### src/rtl/ahb_dram_pkg.sv
// ahb_dram_pkg: shared definitions for the AHB-Lite DRAM controller.
//   - state_e      : controller FSM states
//   - Htrans*/Hresp*/Hsize* : AHB encodings used by the controller
//   - lane_mask()  : active-high byte-lane mask for a transfer (4 lanes per word)
//   - is_illegal() : capture-time legality check (size, alignment, master permission)
package ahb_dram_pkg;

    typedef enum logic [3:0] {
        StIdle,
        StAct,
        StRcd,
        StRcas,
        StCl,
        StWcas,
        StWr,
        StPre,
        StRp,
        StResp,
        StErr1,
        StErr2
    } state_e;

    localparam logic [1:0] HtransNonseq = 2'b10;
    localparam logic [1:0] HtransSeq    = 2'b11;

    localparam logic [1:0] HrespOkay  = 2'b00;
    localparam logic [1:0] HrespError = 2'b01;

    localparam logic [2:0] HsizeByte = 3'd0;
    localparam logic [2:0] HsizeHalf = 3'd1;
    localparam logic [2:0] HsizeWord = 3'd2;

    function automatic logic [3:0] lane_mask(input logic [2:0] size, input logic [1:0] lo);
        logic [3:0] m;
        case (size)
            HsizeByte: m = 4'b0001 << lo;
            HsizeHalf: m = lo[1] ? 4'b1100 : 4'b0011;
            default:   m = 4'b1111;
        endcase
        return m;
    endfunction

    function automatic logic is_illegal(input logic [2:0]  size,
                                        input logic [1:0]  lo,
                                        input logic [3:0]  master,
                                        input logic [15:0] mmask);
        logic bad;
        bad = (size > HsizeWord) ||
              ((size == HsizeHalf) && lo[0]) ||
              ((size == HsizeWord) && (lo != 2'b00)) ||
              !mmask[master];
        return bad;
    endfunction

endpackage

### src/rtl/dram_timer.sv
// dram_timer: loadable down-counter used for DRAM timing waits.
//   clk        in  clock
//   rst        in  asynchronous reset, active-high (clears count)
//   load_i     in  load load_val_i this cycle
//   load_val_i in  value to load (T-1 for a T-cycle wait)
//   done_o     out count has reached zero
module dram_timer #(
    parameter int unsigned Width = 3
) (
    input  logic             clk,
    input  logic             rst,
    input  logic             load_i,
    input  logic [Width-1:0] load_val_i,
    output logic             done_o
);

    logic [Width-1:0] count_q;

    always_ff @(posedge clk or posedge rst) begin
        if (rst) begin
            count_q <= '0;
        end else if (load_i) begin
            count_q <= load_val_i;
        end else if (count_q != '0) begin
            count_q <= count_q - 1'b1;
        end
    end

    assign done_o = (count_q == '0);

endmodule

### src/rtl/ahb_dram_ctrl.sv
// ahb_dram_ctrl: AHB-Lite slave controller for an asynchronous-command DRAM.
// Single reads and byte/half/word writes; fixed counted latencies (no data-valid on DRAM_Q).
// Optional feature macro: DRAM_OPEN_ROW_EN (keep the row open after CL/WR, skip ACT on hits).
// Ports:
//   clk, rst                      clock, async active-high reset
//   HSEL/HTRANS/HADDR/HWRITE      AHB address phase
//   HSIZE/HWDATA/HMASTER          AHB size, write data (first data-phase cycle), master id
//   HRDATA/HREADY/HRESP           AHB response
//   DRAM_CSn/DRAM_WEn/RASn/CASn   DRAM command strobes (low active, WEn per byte)
//   address/DI/DRAM_Q             DRAM row/column address, write data, read data
module ahb_dram_ctrl
    import ahb_dram_pkg::*;
#(
    parameter int unsigned DATA_W      = 32,
    parameter int unsigned ROW_W       = 11,
    parameter int unsigned COL_W       = 11,
    parameter int unsigned T_RCD       = 2,
    parameter int unsigned T_CAS       = 3,
    parameter int unsigned T_WR        = 1,
    parameter int unsigned T_RP        = 2,
    parameter logic [15:0] MASTER_MASK = 16'h0002
) (
    input  logic                clk,
    input  logic                rst,
    input  logic                HSEL,
    input  logic [1:0]          HTRANS,
    input  logic [31:0]         HADDR,
    input  logic                HWRITE,
    input  logic [2:0]          HSIZE,
    input  logic [DATA_W-1:0]   HWDATA,
    input  logic [3:0]          HMASTER,
    input  logic [DATA_W-1:0]   DRAM_Q,
    output logic [DATA_W-1:0]   HRDATA,
    output logic                HREADY,
    output logic [1:0]          HRESP,
    output logic                DRAM_CSn,
    output logic [DATA_W/8-1:0] DRAM_WEn,
    output logic                RASn,
    output logic                CASn,
    output logic [ROW_W-1:0]    address,
    output logic [DATA_W-1:0]   DI
);

    localparam int unsigned NB    = DATA_W / 8;
    localparam int unsigned TMax1 = (T_RCD > T_CAS) ? T_RCD : T_CAS;
    localparam int unsigned TMax2 = (T_WR > T_RP) ? T_WR : T_RP;
    localparam int unsigned TMax  = (TMax1 > TMax2) ? TMax1 : TMax2;
    localparam int unsigned TW    = $clog2(TMax) + 1;

    state_e              state_q, state_d, start_st;
    logic [ROW_W-1:0]    row_q;
    logic [COL_W-1:0]    col_q;
    logic [3:0]          lanes_q;
    logic                write_q;
    logic                dphase_q;
    logic [DATA_W-1:0]   wdata_q, rdata_q;
    logic [NB-1:0]       wen_lanes;
    logic                capture, illegal;
    logic [ROW_W-1:0]    cap_row;
    logic                tmr_load, tmr_done;
    logic [TW-1:0]       tmr_val;
    logic                unused_haddr;

    assign unused_haddr = ^HADDR;
    assign cap_row      = HADDR[ROW_W+COL_W+1:COL_W+2];
    assign illegal      = is_illegal(HSIZE, HADDR[1:0], HMASTER, MASTER_MASK);
    // HREADY is high only in IDLE/RESP/ERR2; captures are accepted only in IDLE/RESP.
    assign capture      = HSEL && ((HTRANS == HtransNonseq) || (HTRANS == HtransSeq)) &&
                          ((state_q == StIdle) || (state_q == StResp));

`ifdef DRAM_OPEN_ROW_EN
    logic [ROW_W-1:0] open_row_q;
    logic             open_valid_q;

    always_ff @(posedge clk or posedge rst) begin
        if (rst) begin
            open_row_q   <= '0;
            open_valid_q <= 1'b0;
        end else if (state_q == StAct) begin
            open_row_q   <= row_q;
            open_valid_q <= 1'b1;
        end else if (state_q == StPre) begin
            open_valid_q <= 1'b0;
        end
    end

    always_comb begin
        start_st = StAct;
        if (illegal) begin
            start_st = StErr1;
        end else if (open_valid_q && (open_row_q == cap_row)) begin
            start_st = HWRITE ? StWcas : StRcas;
        end else if (open_valid_q) begin
            start_st = StPre;
        end
    end
`else
    always_comb begin
        start_st = illegal ? StErr1 : StAct;
    end
`endif

    always_comb begin
        state_d = state_q;
        unique case (state_q)
            StIdle, StResp: state_d = capture ? start_st : StIdle;
            StAct:          state_d = StRcd;
            StRcd:          if (tmr_done) state_d = write_q ? StWcas : StRcas;
            StRcas:         state_d = StCl;
            StWcas:         state_d = StWr;
`ifdef DRAM_OPEN_ROW_EN
            StCl:           if (tmr_done) state_d = StResp;
            StWr:           if (tmr_done) state_d = StResp;
            // RP is only reached on a row miss, so a new ACT always follows.
            StRp:           if (tmr_done) state_d = StAct;
`else
            StCl:           if (tmr_done) state_d = StPre;
            StWr:           if (tmr_done) state_d = StPre;
            StRp:           if (tmr_done) state_d = StResp;
`endif
            StPre:          state_d = StRp;
            StErr1:         state_d = StErr2;
            StErr2:         state_d = StIdle;
            default:        state_d = StIdle;
        endcase
    end

    // Timer is reloaded on every state change with the entered state's wait minus one.
    always_comb begin
        tmr_val = '0;
        case (state_d)
            StRcd:   tmr_val = TW'(T_RCD - 1);
            StCl:    tmr_val = TW'(T_CAS - 1);
            StWr:    tmr_val = TW'(T_WR - 1);
            StRp:    tmr_val = TW'(T_RP - 1);
            default: tmr_val = '0;
        endcase
    end

    assign tmr_load = (state_d != state_q);

    dram_timer #(
        .Width (TW)
    ) u_timer (
        .clk        (clk),
        .rst        (rst),
        .load_i     (tmr_load),
        .load_val_i (tmr_val),
        .done_o     (tmr_done)
    );

    always_ff @(posedge clk or posedge rst) begin
        if (rst) begin
            state_q  <= StIdle;
            row_q    <= '0;
            col_q    <= '0;
            lanes_q  <= '0;
            write_q  <= 1'b0;
            dphase_q <= 1'b0;
            wdata_q  <= '0;
            rdata_q  <= '0;
        end else begin
            state_q  <= state_d;
            dphase_q <= capture;
            if (capture) begin
                row_q   <= cap_row;
                col_q   <= HADDR[COL_W+1:2];
                lanes_q <= lane_mask(HSIZE, HADDR[1:0]);
                write_q <= HWRITE;
            end
            if (dphase_q) begin
                wdata_q <= HWDATA;
            end
            if ((state_q == StCl) && tmr_done) begin
                rdata_q <= DRAM_Q;
            end
        end
    end

    // Lane mask repeats every four byte lanes for data widths beyond one word.
    always_comb begin
        wen_lanes = '1;
        for (int i = 0; i < NB; i++) begin
            wen_lanes[i] = ~lanes_q[2'(i % 4)];
        end
    end

    // Outputs decode directly from state so reset takes effect immediately.
    always_comb begin
        HREADY   = 1'b0;
        HRESP    = HrespOkay;
        HRDATA   = '0;
        DRAM_CSn = 1'b0;
        DRAM_WEn = '1;
        RASn     = 1'b1;
        CASn     = 1'b1;
        address  = '0;
        DI       = '0;
        case (state_q)
            StIdle: begin
                HREADY   = 1'b1;
                DRAM_CSn = 1'b1;
            end
            StResp: begin
                HREADY   = 1'b1;
                DRAM_CSn = 1'b1;
                if (!write_q) HRDATA = rdata_q;
            end
            StErr1: begin
                DRAM_CSn = 1'b1;
                HRESP    = HrespError;
            end
            StErr2: begin
                HREADY   = 1'b1;
                DRAM_CSn = 1'b1;
                HRESP    = HrespError;
            end
            StAct: begin
                RASn    = 1'b0;
                address = row_q;
            end
            StRcas: begin
                CASn                = 1'b0;
                address[COL_W-1:0]  = col_q;
            end
            StWcas: begin
                CASn                = 1'b0;
                address[COL_W-1:0]  = col_q;
                DRAM_WEn            = wen_lanes;
                DI                  = wdata_q;
            end
            StPre: begin
                RASn     = 1'b0;
                DRAM_WEn = '0;
            end
            default: ;
        endcase
    end

endmodule

### config.mk
export PLATFORM = sky130hd
export DESIGN_NAME = ahb_dram_ctrl
export DESIGN_NICKNAME = d
export VERILOG_FILES = /design/src/rtl/ahb_dram_pkg.sv /design/src/rtl/dram_timer.sv /design/src/rtl/ahb_dram_ctrl.sv
export SDC_FILE = /design/constraint.sdc
export NUM_CORES = 1
export LEC_CHECK = 0
export BUFFER_PORTS_ARGS = -buffer_cell sky130_fd_sc_hd__buf_2
export CAP_MARGIN = 10
export CORE_MARGIN = 2
export CORE_UTILIZATION = 38
export CTS_CLUSTER_SIZE = 24
export DETAILED_ROUTE_END_ITERATION = 10
export PLACE_DENSITY = 0.77
export SLEW_MARGIN = 20
export SYNTH_ARGS = -nofsm -noshare
export SYNTH_HDL_FRONTEND = slang
export SYNTH_HIERARCHICAL = 1
export SYNTH_SLANG_ARGS = --single-unit
export TNS_END_PERCENT = 10
### constraint.sdc
create_clock -name clk -period 3 [get_ports clk]
set_input_delay 0.45 -clock clk [delete_from_list [all_inputs] [get_ports clk]]
set_output_delay 0.45 -clock clk [all_outputs]
set_load 0.01 [all_outputs]
==> flow_summary.toml <==
[power]
switching_share = 0.305
pwr-share-clk = 0.220
seqPwrFrac = 0.452
p_per_area_nw_per_um2 = 878
power_uw = 5290
leakagePower_uw = 0.00308
p_comb_frac = 0.328
p_int_uw = 3680
power_switching_uw = 1610
peakVddDrop_v = 0.000411

[global_route]
grt_max_degree = 60
antenna_found_initial = 0
grt_pass1_vias = 3487
grt-ovfl-total = 0
grt_pass1_wl_um = 16000
grt.total_usage = 0.154

[synthesis]
synthCells = 375
ys_types = 42
seq_area_frac_synth = 0.517
yosys_register_bits = 97
syn_area_per_cell_um2 = 12.5
synth_area_um2 = 4690
yosys_warnings = 6

[clocking]
clock_latency_ns = 0.34
cts_tree = "yes"
h-tree-depth = 3
path_clk_slew_ns = 0.06
root_buffer = "clkbuf_16"
cts.path.max_buffers = 2
ctsResizeCount = 0
cts_buffers = 9
clock_sinks = 97

[sta]
timing.final.crit_share = 0.845
period_minus_slack_ns = 2.53
drv_slew = 0
finalHoldViolCount = 0
setup_tns_ns = 0
whs_ns = 0.332
tightest_slew_ns = 0.807
worst_clock_skew_ns = 0.00810
timing.fmax_mhz = 395
rsz0062_at_grt = "false"
setup_viol = 0
relSlewSlack = 0.461

[critical_path]
crit_arrival_ns = 2.08
critical_path_required_ns = 2.55
r2r_end = "rdata_q[24]$_DFFE_PP0P_"
ff2ff_path_depth = 6
startpoint = "state_q[3]$_DFF_PP0_"
critPathMaxFanout = 32
startpoint_type = "register"
path_class = "reg -> out"
cp-end-kind = "output port"
r2r_slack_ns = 0.61
worstReg2RegStart = "u_timer/count_q[0]$_DFFE_PP0P_"
worstSetupEndpoint = "HRDATA[26]"

[cells_and_area]
design_area_um2 = 6030
layout_commonest_cell = "buf_2"
most-common-layout-cells = "buf_2, dfrtp_1, mux2_2"
final_nets = 662
diodes = 0
drive_above_1_share = 0.536
final-seq-area_um2 = 2430
synthToLayoutAreaGrowth_pct = 28.5
fillers = 1070
multiInputGateArea_um2 = 2080

[floorplanning]
row_count = 40
die_w_um = 115
coreArea_um2 = 12000
dieHeight_um = 115
start_util = 0.391
io_pins = 194
die-area_um2 = 13300

[detailed_routing]
postRouteAntennaNets = 0
wl_per_cell_um = 14.3
drtIter0Drc = 93
drc_errors = 0
first_pass_iters = 4
num_vias = 3437
via_per_inst = 4.89
detail_route.wirelength_um = 10100

[place]
portBuffers = 183
gp_congestion = 0.787
dp_hpwl_um = 7250
place_area_um2 = 5710

[outcome]
status = "complete, no violations"

[job]
drv_cap = 0

[hold_path]
hp-class = "in -> reg"
routing by layer:
layer | vias to the layer above | track usage | wire length (µm)
met1 | 1662 | 0.180 | 4230
li1 | 1633 | - | -
met3 | 13 | 0.0448 | 717
met5 | - | 0 | 0
met2 | 129 | 0.263 | 4960
met4 | 0 | 0.0667 | 150
metrics by stage:
step	util	setup slack [ns]	cells
after floorplan	-	0.101	376
after global placement	0.476	0.686	686
after detailed placement	0.476	0.586	686
after CTS	0.502	0.422	703
after global routing	0.502	0.284	703
final	0.502	0.466	703
Yosys cell counts (all sizes together):
library cell	count	area [µm²]
o211ai	2	15.0
a22o	11	96.3
dfrtp	97	2430
o21a	1	7.51
a221oi	1	8.76
or3	1	6.26
nor3	3	20.0
a21oi	8	40.0
nand2b	5	31.3
nor2	5	18.8
nand2	9	33.8
or3b	1	8.76
mux2	88	1050
nor3b	2	20.0
nand3b	2	15.0
nor2b	6	37.5
nor4b	2	17.5
a31oi	2	12.5
a311oi	1	8.76
nand3	1	10.0
a21o	1	7.51
and3b	1	8.76
nand4	1	21.3
conb	1	3.75
inv	11	41.3
a31o	2	17.5
clkbuf	10	37.5
a211oi	2	15.0
o21ai	8	40.0
buf	17	114
and2	66	413
ha	2	25.0
o221ai	2	17.5
or2b	1	7.51
xnor2	2	36.3
worst min-delay path by stage:
stage               cells after the start  startpoint                             end  slack [ns]
finish                                  2  HWDATA[13]         wdata_q[13]$_DFFE_PP0P_        0.33
CTS                                     2  HWDATA[13]         wdata_q[13]$_DFFE_PP0P_        0.31
floorplan                               1         rst  u_timer/count_q[0]$_DFFE_PP0P_        0.20
global route                            2   HADDR[16]            row_q[3]$_DFFE_PP0N_        0.32
global placement                        2         rst  u_timer/count_q[2]$_DFFE_PP0P_        0.35
detailed placement                      2         rst  u_timer/count_q[2]$_DFFE_PP0P_        0.35
cell type report:
class,instances,area share
Clock buffer,10,0.0397
Clock inverter,6,0.0110
Inverter,11,0.00727
Multi-Input combinational cell,241,0.344
Sequential cell,97,0.403
Tap cell,147,0.0305
Timing Repair Buffer,191,0.164
power groups by stage:
stage / sequential [µW] / combinational (µW) / clock (µW)
global route: 2490 / 1930 / 1260
CTS: 2400 / 1760 / 1200
finish: 2390 / 1740 / 1160
global placement: 2360 / 1680 / 0
floorplan: 2200 / 1520 / 0
detailed placement: 2420 / 1750 / 0
worst max-delay path: stages (launching register included):
cell and delay [ns]:
dfrtp_1 0.74, nand2b_1 0.22, nor3_2 0.18, buf_4 0.30, and2_1 0.18, buf_2 0.13
flip-flops by register name, indices dropped and copies added (netlist names):
| register | count |
|---|---|
| row_q | 11 |
| lanes_q | 2 |
| rdata_q | 32 |
| write_q | 1 |
| wdata_q | 32 |
| dphase_q | 1 |
| col_q | 11 |
| state_q | 4 |
| u_timer/count_q | 3 |
kinds of logic after synthesis:
| family | after synthesis | share of synthesized area |
|---|---|---|
| other | 1 | 0.000799 |
| AOI/OAI and AO/OA | 41 | 0.0611 |
| buffers and inverters | 38 | 0.0411 |
| xor gates and xnor gates | 2 | 0.00773 |
| and+or+nand+nor | 106 | 0.143 |
| DFF | 97 | 0.517 |
| adders and majority gates | 2 | 0.00533 |
| muxes | 88 | 0.224 |
timing repair:
item | in CTS | in global routing
endpoints found under the hold margin | 3 | 0
setup buffers | 0 | 0
setup endpoints to repair | 0 | 0
hold buffers | 1 | 0
No activity file was read; power rests on OpenSTA's default activity.
